==> src/rtl/result_dec_tx.sv <==
// result_dec_tx: prints a 32-bit unsigned result as decimal ASCII on a valid/ready byte stream
//   CLK, Init (sync active-high reset)       : clock and reset
//   Start, Value[31:0]                       : result-ready level and the value captured on its rising edge
//   Data[7:0], Valid, Ready                  : character stream, one beat per Valid && Ready edge
//   Busy, Done                               : conversion/transmission in progress, printout finished
module result_dec_tx #(
  parameter bit EMIT_NEWLINE = 1'b1
) (
  input  logic        CLK,
  input  logic        Init,
  input  logic        Start,
  input  logic [31:0] Value,
  output logic [7:0]  Data,
  output logic        Valid,
  input  logic        Ready,
  output logic        Busy,
  output logic        Done
);
  typedef enum logic [2:0] {IDLE, CONVERT, SEND, CR, LF, FIN} state_t;
  state_t      state_q = IDLE;
  state_t      state_d;
  logic        prev_q = 1'b1;
  logic [31:0] val_q = '0;
  logic [31:0] val_d;
  logic [39:0] bcd_q = '0;
  logic [39:0] bcd_d;
  logic [39:0] adj;
  logic [5:0]  cnt_q = '0;
  logic [5:0]  cnt_d;
  logic [3:0]  idx_q = '0;
  logic [3:0]  idx_d;
  logic [3:0]  msd;
  logic [3:0]  dig;
  logic        cap;
  // previous Start resets high so a level already present at Init is not taken as an edge
  always_ff @(posedge CLK) begin
    prev_q  <= Init ? 1'b1 : Start;
    state_q <= Init ? IDLE : state_d;
    val_q   <= Init ? '0 : val_d;
    bcd_q   <= Init ? '0 : bcd_d;
    cnt_q   <= Init ? '0 : cnt_d;
    idx_q   <= Init ? '0 : idx_d;
  end
  assign cap = (state_q == IDLE || state_q == FIN) && Start && !prev_q;
  // add-3 correction of every digit and most significant non-zero digit position
  always_comb begin
    adj = '0;
    msd = '0;
    for (int i = 0; i < 10; i++) begin
      adj[i*4 +: 4] = bcd_q[i*4 +: 4] >= 4'd5 ? bcd_q[i*4 +: 4] + 4'd3 : bcd_q[i*4 +: 4];
      if (bcd_q[i*4 +: 4] != 4'd0) msd = 4'(i);
    end
  end
  always_comb begin
    state_d = state_q;
    val_d   = val_q;
    bcd_d   = bcd_q;
    cnt_d   = cnt_q;
    idx_d   = idx_q;
    case (state_q)
      IDLE, FIN: if (cap) begin
        state_d = CONVERT;
        val_d   = Value;
        bcd_d   = '0;
        cnt_d   = '0;
      end
      // 32 shift steps, then one cycle to pick the leading digit from the finished BCD
      CONVERT: if (cnt_q == 6'd32) begin
        state_d = SEND;
        idx_d   = msd;
      end else begin
        {bcd_d, val_d} = {adj, val_q} << 1;
        cnt_d = cnt_q + 6'd1;
      end
      SEND: if (Ready) begin
        idx_d = idx_q - 4'd1;
        if (idx_q == 4'd0) state_d = EMIT_NEWLINE ? CR : FIN;
      end
      CR: if (Ready) state_d = LF;
      LF: if (Ready) state_d = FIN;
      default: state_d = IDLE;
    endcase
  end
  always_comb begin
    Valid = state_q == SEND || state_q == CR || state_q == LF;
    Busy  = Valid || state_q == CONVERT;
    Done  = state_q == FIN;
    dig   = bcd_q[{idx_q, 2'b00} +: 4];
    Data  = state_q == SEND ? {4'h3, dig} : state_q == CR ? 8'h0D : state_q == LF ? 8'h0A : 8'h00;
  end
endmodule

==> config.mk <==
export PLATFORM = sky130hd
export DESIGN_NAME = result_dec_tx
export DESIGN_NICKNAME = d
export VERILOG_FILES = /design/src/rtl/result_dec_tx.sv
export SDC_FILE = /design/constraint.sdc
export NUM_CORES = 1
export LEC_CHECK = 0
export ABC_AREA = 1
export ABC_CLOCK_PERIOD_IN_PS = 2300
export BUFFER_PORTS_ARGS = -buffer_cell sky130_fd_sc_hd__buf_2
export CAP_MARGIN = 15
export CORE_MARGIN = 4
export CORE_UTILIZATION = 59
export DETAILED_ROUTE_END_ITERATION = 6
export PLACE_DENSITY = 0.84
export SLEW_MARGIN = 15
export SYNTH_ARGS = -nofsm -noshare
export SYNTH_HDL_FRONTEND = slang
export SYNTH_SLANG_ARGS = --single-unit
==> constraint.sdc <==
create_clock -name CLK -period 2.3 [get_ports CLK]
set_input_delay 0.23 -clock CLK [delete_from_list [all_inputs] [get_ports CLK]]
set_output_delay 0.23 -clock CLK [all_outputs]
set_load 0.01 [all_outputs]
==> results of run 1 <==
==> report_power, final <==
group	internal, µW	switching [µW]	leakage, µW
registers	2180	562	0.000710
clock network	627	596	0.000116
logic	1970	3560	0.00179
total	4770	4720	0.00261
==> Yosys cell counts (6+ instances only) <==
cell	n	area share
nand3_1	51	0.050
buf_2	7	0.0068
a211oi_1	15	0.022
dfxtp_1	86	0.34
o211a_1	30	0.059
clkbuf_1	26	0.019
nor3_1	12	0.012
a21oi_1	99	0.097
inv_1	71	0.052
o21ai_0	88	0.086
nand2_1	128	0.094
xor2_1	6	0.010
nor2_1	50	0.037
ha_1	23	0.056
==> stage by stage <==
step | total power [µW] | worst slack, ps
floorplan | 7062 | 660.6
detailed placement | 8179 | 236.1
global route | 10410 | 55.78
global placement | 7911 | 339.8
CTS | 9443 | 82.37
finish | 9492 | 263.3
==> final cells by class <==
| cell class | count | area [µm²] | share of cell area |
|---|---|---|---|
| sequential | 86 | 1724 | 0.3079 |
| timing repair buffer | 53 | 329.1 | 0.05877 |
| clock inverter | 7 | 102.6 | 0.01832 |
| timing repair inverter | 1 | 7.507 | 0.001341 |
| inverter | 75 | 286.5 | 0.05117 |
| tap | 105 | 131.4 | 0.02346 |
| multi-input combinational | 529 | 2894 | 0.5169 |
| clock buffer | 9 | 123.9 | 0.02212 |
==> metal layers <==
metal | GRT usage | vias to the layer above | routed length, µm
met4 | 0.09407 | 0 | 275
met2 | 0.4019 | 168 | 5716
li1 | - | 2532 | -
met5 | 0 | - | 0
met3 | 0.05329 | 29 | 840
met1 | 0.3019 | 2304 | 5242
==> flip-flops by register name (all words and copies together) (netlist names) <==
| register | count |
|---|---|
| state_q | 3 |
| val_q | 32 |
| idx_q | 4 |
| prev_q | 1 |
| bcd_q | 40 |
| cnt_q | 6 |
==> cell usage in the layout, fill, tap and decap left out, types with 2 or more instances in the layout <==
cell        instances
and2_1              2
clkinv_2            2
nor2_1             50
clkbuf_8            9
nand4_1             2
o211a_1            30
dfxtp_1            84
dfxtp_2             2
nor3_1             12
clkinv_1            2
inv_2               2
a31oi_1             3
a211oi_1           15
conb_1              2
bufinv_16           2
ha_1               23
inv_6               2
nand2_1           128
o211ai_1            5
buf_4               5
nand3_1            51
clkinvlp_4          2
a211oi_2            4
o21ai_0            88
buf_2              44
inv_1              69
xor2_1              6
buf_12              3
a21oi_1            99
==> kinds of logic (layout without fill, tap and decap cells) <==
kind of cell,Yosys count,after routing
adder cells (fa/ha/maj),23,23
flip-flops,86,86
AND/OR/NAND/NOR,251,251
buffers and inverters,119,145
other,1,2
XOR/XNOR,6,6
AO/OA/AOI/OAI,247,247
==> critical path, delay by kind of cell (launching register included) <==
family,cells,cell delay (ps)
AOI/OAI and AO/OA,3,330
buffers and inverters,2,300
DFF,1,460
and+or+nand+nor,4,340
==> repair_timing <==
item                                    4_1_cts  5_1_grt
resized for setup                             1        5
buffers inserted                              0        0
endpoints found under the setup margin        4        7
endpoints found under the hold margin         0        0
gates cloned                                  0        1
==> path summary, 6_finish.rpt <==
check | end | depth (start not counted)
min reg2reg | val_q[30]$_SDFFE_PP0P_ | 2
max reg2reg | state_q[2]$_SDFFE_PP0P_ | 8
max | Data[1] | 9
min | prev_q$_SDFF_PP1_ | 2
==> results.txt, run 1 <==
Clock skew: 16.67 ps
Number of enable flip-flop cells after synthesis: 0
Via density: 5.818
Max cap viols: 0
CTS tree: done
Cts bufs inserted: 9
Ys async rst share: 0
Slew Viols, Final: 0
Clock Latency Late Sink: 370 ps
Setup-failing EPs final: 0
Post-Synth Simple-Gate Area: 0.2084
Clock tree sinks: 86
Hold_ws: 57.68 ps
DRT Pass-1 Iters: 7
Hold Path Class: input pin to flop
Critical path type: flop to primary output
Post-detail-place hpwl: 7.985 mm
Final Hold Fails: 0
Syn avg cell area: 6.980 µm²
Compound-cell area share of the yosys netlist: 0.2893
Final setup TNS: 0 ps
Inst Count DP: 848
Sequential area share after synthesis: 0.3365
Post-synthesis adder-cell area fraction: 0.05625
Routed length per placed instance: 13.96 µm
Initial antenna violation count: 0
Synth Cell Area: 5116 µm²
GRT Overall Usage: 0.2406
Clock-pin slew on the worst setup and hold paths: 100 ps
Routed wire length: 12.07 mm
Critical path, cell by cell: clkinv_2 > a21oi_1 > o21ai_0 > nand3_1 > nand3_1 > o31ai_1 > nand2_1 > nand2_1 > buf_2
Antenna diodes: 0
Area grow syn2layout: 9.440%
Achievable frequency: 0.4910 GHz
Core ar.: 8341 µm²
Fin util: 0.6713
Seq cells post-synth: 86
Row cnt: 33
Crit path launch: idx_q[1]$_SDFFE_PP0P_
CP max stage cell: dfxtp_2
Hold buffer count at cts: 0
Period minus WS final: 2037 ps
Die X: 101.1 µm
Final net count: 814
Post-synth top flop: dfxtp_1
Crit path capture type: primary output
Vias in the first global route: 4720
Antenna viol nets, final: 0
Worst path required time: 2070 ps
Final Cell Area: 5599 µm²
Layout cells sized above 1: 0.1158
Die area: 10230 µm²
Cell Pwr Density: 1695 nW/µm²
Fillers: 739
Leak: 0.002613 µW
Worst R2R Setup Slack: 330 ps
Status: finished, final reports clean
H-tree level count: 3
Largest family of logic cells by synthesized area: compound AO/OA/AOI/OAI gates
Die Height: 101.1 µm
IO Port Bufs: 44
Initial core utilization: 0.6134
Clk buf depth: 2
DRC Markers: 0
Crit share post-route: 0.8855
XOR/XNOR Fraction of Synth Area: 0.01027
RSZ-0062 raised after global routing: false
Max incr delay on CP: 460 ps
Crit Path Max Fanout: 11
Routability cong.: 0.9363
Synth warn: 0
Maximum ir drop on the vdd rail: 0.001094 V
First DRT Iteration DRCs: 327
IO Count: 47
R2r startpoint: state_q[0]$_SDFFE_PP0P_
Crit path DAT: 1810 ps
Remaining global-route overflow: 0
Worst-margin pin slew: 532.7 ps
Max-slew headroom: 0.6448
Min-delay src: Start
Multiplexer share of the synthesized area: 0
First-pass GRT wire length: 20.44 mm
Total number of vias: 5033
Root Driver: clkbuf_8
Library cells used by synthesis: 34
Largest net degree at the start of global routing: 81
Placed Area: 5354 µm²
Final Non-Filler Cells: 865
Synthesized instance count: 733
Critical Path Start Type: flop
No activity file was read; power rests on OpenSTA's default activity.
==> run 2, diff against run 1 <==
- RECOVER_POWER: not set -> 50
==> run 2 against run 1 <==
Cell area decreased by 0.56%. Routed wire length decreased by 0.64%. Critical endpoint is now bcd_q[24]$_SDFFE_PP0P_. Fmax decreased by 1.4%. Global-route usage unchanged. Sequential cell count unchanged. Combinational power decreased by 2%. Setup slack got worse by 28 ps. Highest routed layer unchanged. Clock-buffer cell count unchanged.
==> results.txt, run 2 (synthesis gave the netlist of run 1 again) <==
Status: finished, final reports clean
H-tree level count: 3
Largest Register: bcd_q
Post-detail-place hpwl: 7.985 mm
Hold Crit Depth: 2
Initial core utilization: 0.6134
Pre-CTS setup slack: 236.1 ps
Hold buffer count at cts: 0
GRT Overall Usage: 0.2406
Cell Int Power: 4682 µW
Crit share post-route: 0.8979
Cts bufs inserted: 9
Sequential power share: 0.292
Antenna diodes: 0
Row cnt: 33
Sw Ratio: 0.5006
Layout cells sized above 1: 0.1092
Die X: 101.1 µm
Crit path capture type: flop
Worst-margin pin slew: 878.6 ps
Placed Area: 5354 µm²
Cell Pwr Density: 1684 nW/µm²
Hold_ws: 59.14 ps
Vias in the first global route: 4720
IO Port Bufs: 44
First-pass GRT wire length: 20.44 mm
Final net count: 814
R2r startpoint: state_q[0]$_SDFFE_PP0P_
Net Switching: 4692 µW
Routed length per placed instance: 13.87 µm
IO Count: 47
Core ar.: 8341 µm²
Clock tree sinks: 86
Most frequent cells in the layout: nand2_1 (128), a21oi_1 (99), o21ai_0 (88)
First DRT Iteration DRCs: 305
Achievable frequency: 0.4842 GHz
Final Cell Area: 5568 µm²
Largest regs: bcd_q x40, val_q x32, cnt_q x6
Routability cong.: 0.9363
Crit path launch: state_q[0]$_SDFFE_PP0P_
Via density: 5.783
Final setup TNS: 0 ps
Max-slew headroom: 0.4142
Remaining global-route overflow: 0
Hold Path Class: input pin to flop
Root Driver: clkbuf_8
Routed wire length: 12.00 mm
Die Height: 101.1 µm
Clock Latency Late Sink: 370 ps
Fillers: 745
Period minus WS final: 2065 ps
Logic pwr share: 0.578
Clock-pin slew on the worst setup and hold paths: 100 ps
Critical Path Start Type: flop
Clock power share: 0.130
Multi-input gate area: 2892 µm²
DRT Pass-1 Iters: 6
Worst path required time: 2590 ps
CTS tree: done
Worst reg2reg path depth: 7
Total number of vias: 5002
Largest net degree at the start of global routing: 81
Slew Viols, Final: 0
Clk buf depth: 2
Leak: 0.002591 µW
Critical path type: flop to flop
Area occupied by registers: 1724 µm²
Die area: 10230 µm²
Crit path DAT: 2360 ps
DRC Markers: 0
Antenna viol nets, final: 0
Maximum ir drop on the vdd rail: 0.001082 V
Final Hold Fails: 0
Min-delay src: Start
RSZ-0062 raised after global routing: false
Max cap viols: 0
Crit Path Max Fanout: 56
Max FFs per register: 40
Area grow syn2layout: 8.829%
Most common cell after layout, fill and taps aside: nand2_1
Clock skew: 16.99 ps
Fin util: 0.6676
Initial antenna violation count: 0
Setup-failing EPs final: 0
Final WS setup: 234.9 ps
-- run 2: worst max-delay path: stages (launching register included) --
cell	delay (ps)
dfxtp_1	450
nand2_2	130
nor2_4	140
clkinv_1	130
clkbuf_4	430
nor3_1	380
o21ai_0	130
a21oi_1	140
-- run 2: per-stage QoR --
stage	power [µW]	std cells
2_1_floorplan	7062	734
3_3_place_gp	7911	848
3_5_place_dp	8179	848
4_1_cts	9443	864
5_1_grt	10300	865
6_report	9374	865
-- run 2: layout make-up --
| cell class | instances | area share |
|---|---|---|
| Clock buffer | 9 | 0.02225 |
| Clock inverter | 7 | 0.01843 |
| Inverter | 75 | 0.05146 |
| Multi-Input combinational cell | 529 | 0.5193 |
| Sequential cell | 86 | 0.3097 |
| Tap cell | 105 | 0.02360 |
| Timing Repair Buffer | 53 | 0.05393 |
| Timing Repair inverter | 1 | 0.001348 |
-- run 2: timing repair --
action,CTS,global route
setup endpoints to repair,4,7
cloned,0,1
buffers inserted,0,0
resized for setup,1,5
-- run 2: worst paths after layout --
path                            end  slack (ps)
max          bcd_q[24]$_SDFFE_PP0P_         230
min               prev_q$_SDFF_PP1_          60
max reg2reg  bcd_q[24]$_SDFFE_PP0P_         230
min reg2reg  val_q[30]$_SDFFE_PP0P_         460
-- run 2: layer usage --
metal / part of all wire / wire length (µm) / GRT usage
met2: 0.48 / 5774 / 0.4019
met5: 0 / 0 / 0
met3: 0.067 / 804 / 0.05329
met1: 0.43 / 5163 / 0.3019
met4: 0.021 / 255 / 0.09407
-- run 2: power groups by stage --
stage	logic, µW	clock network [µW]	registers, µW
global route	6160	1300	2840
CTS	5480	1240	2730
detailed placement	5430	0	2750
finish	5420	1220	2740
global placement	5210	0	2700
floorplan	4470	0	2590
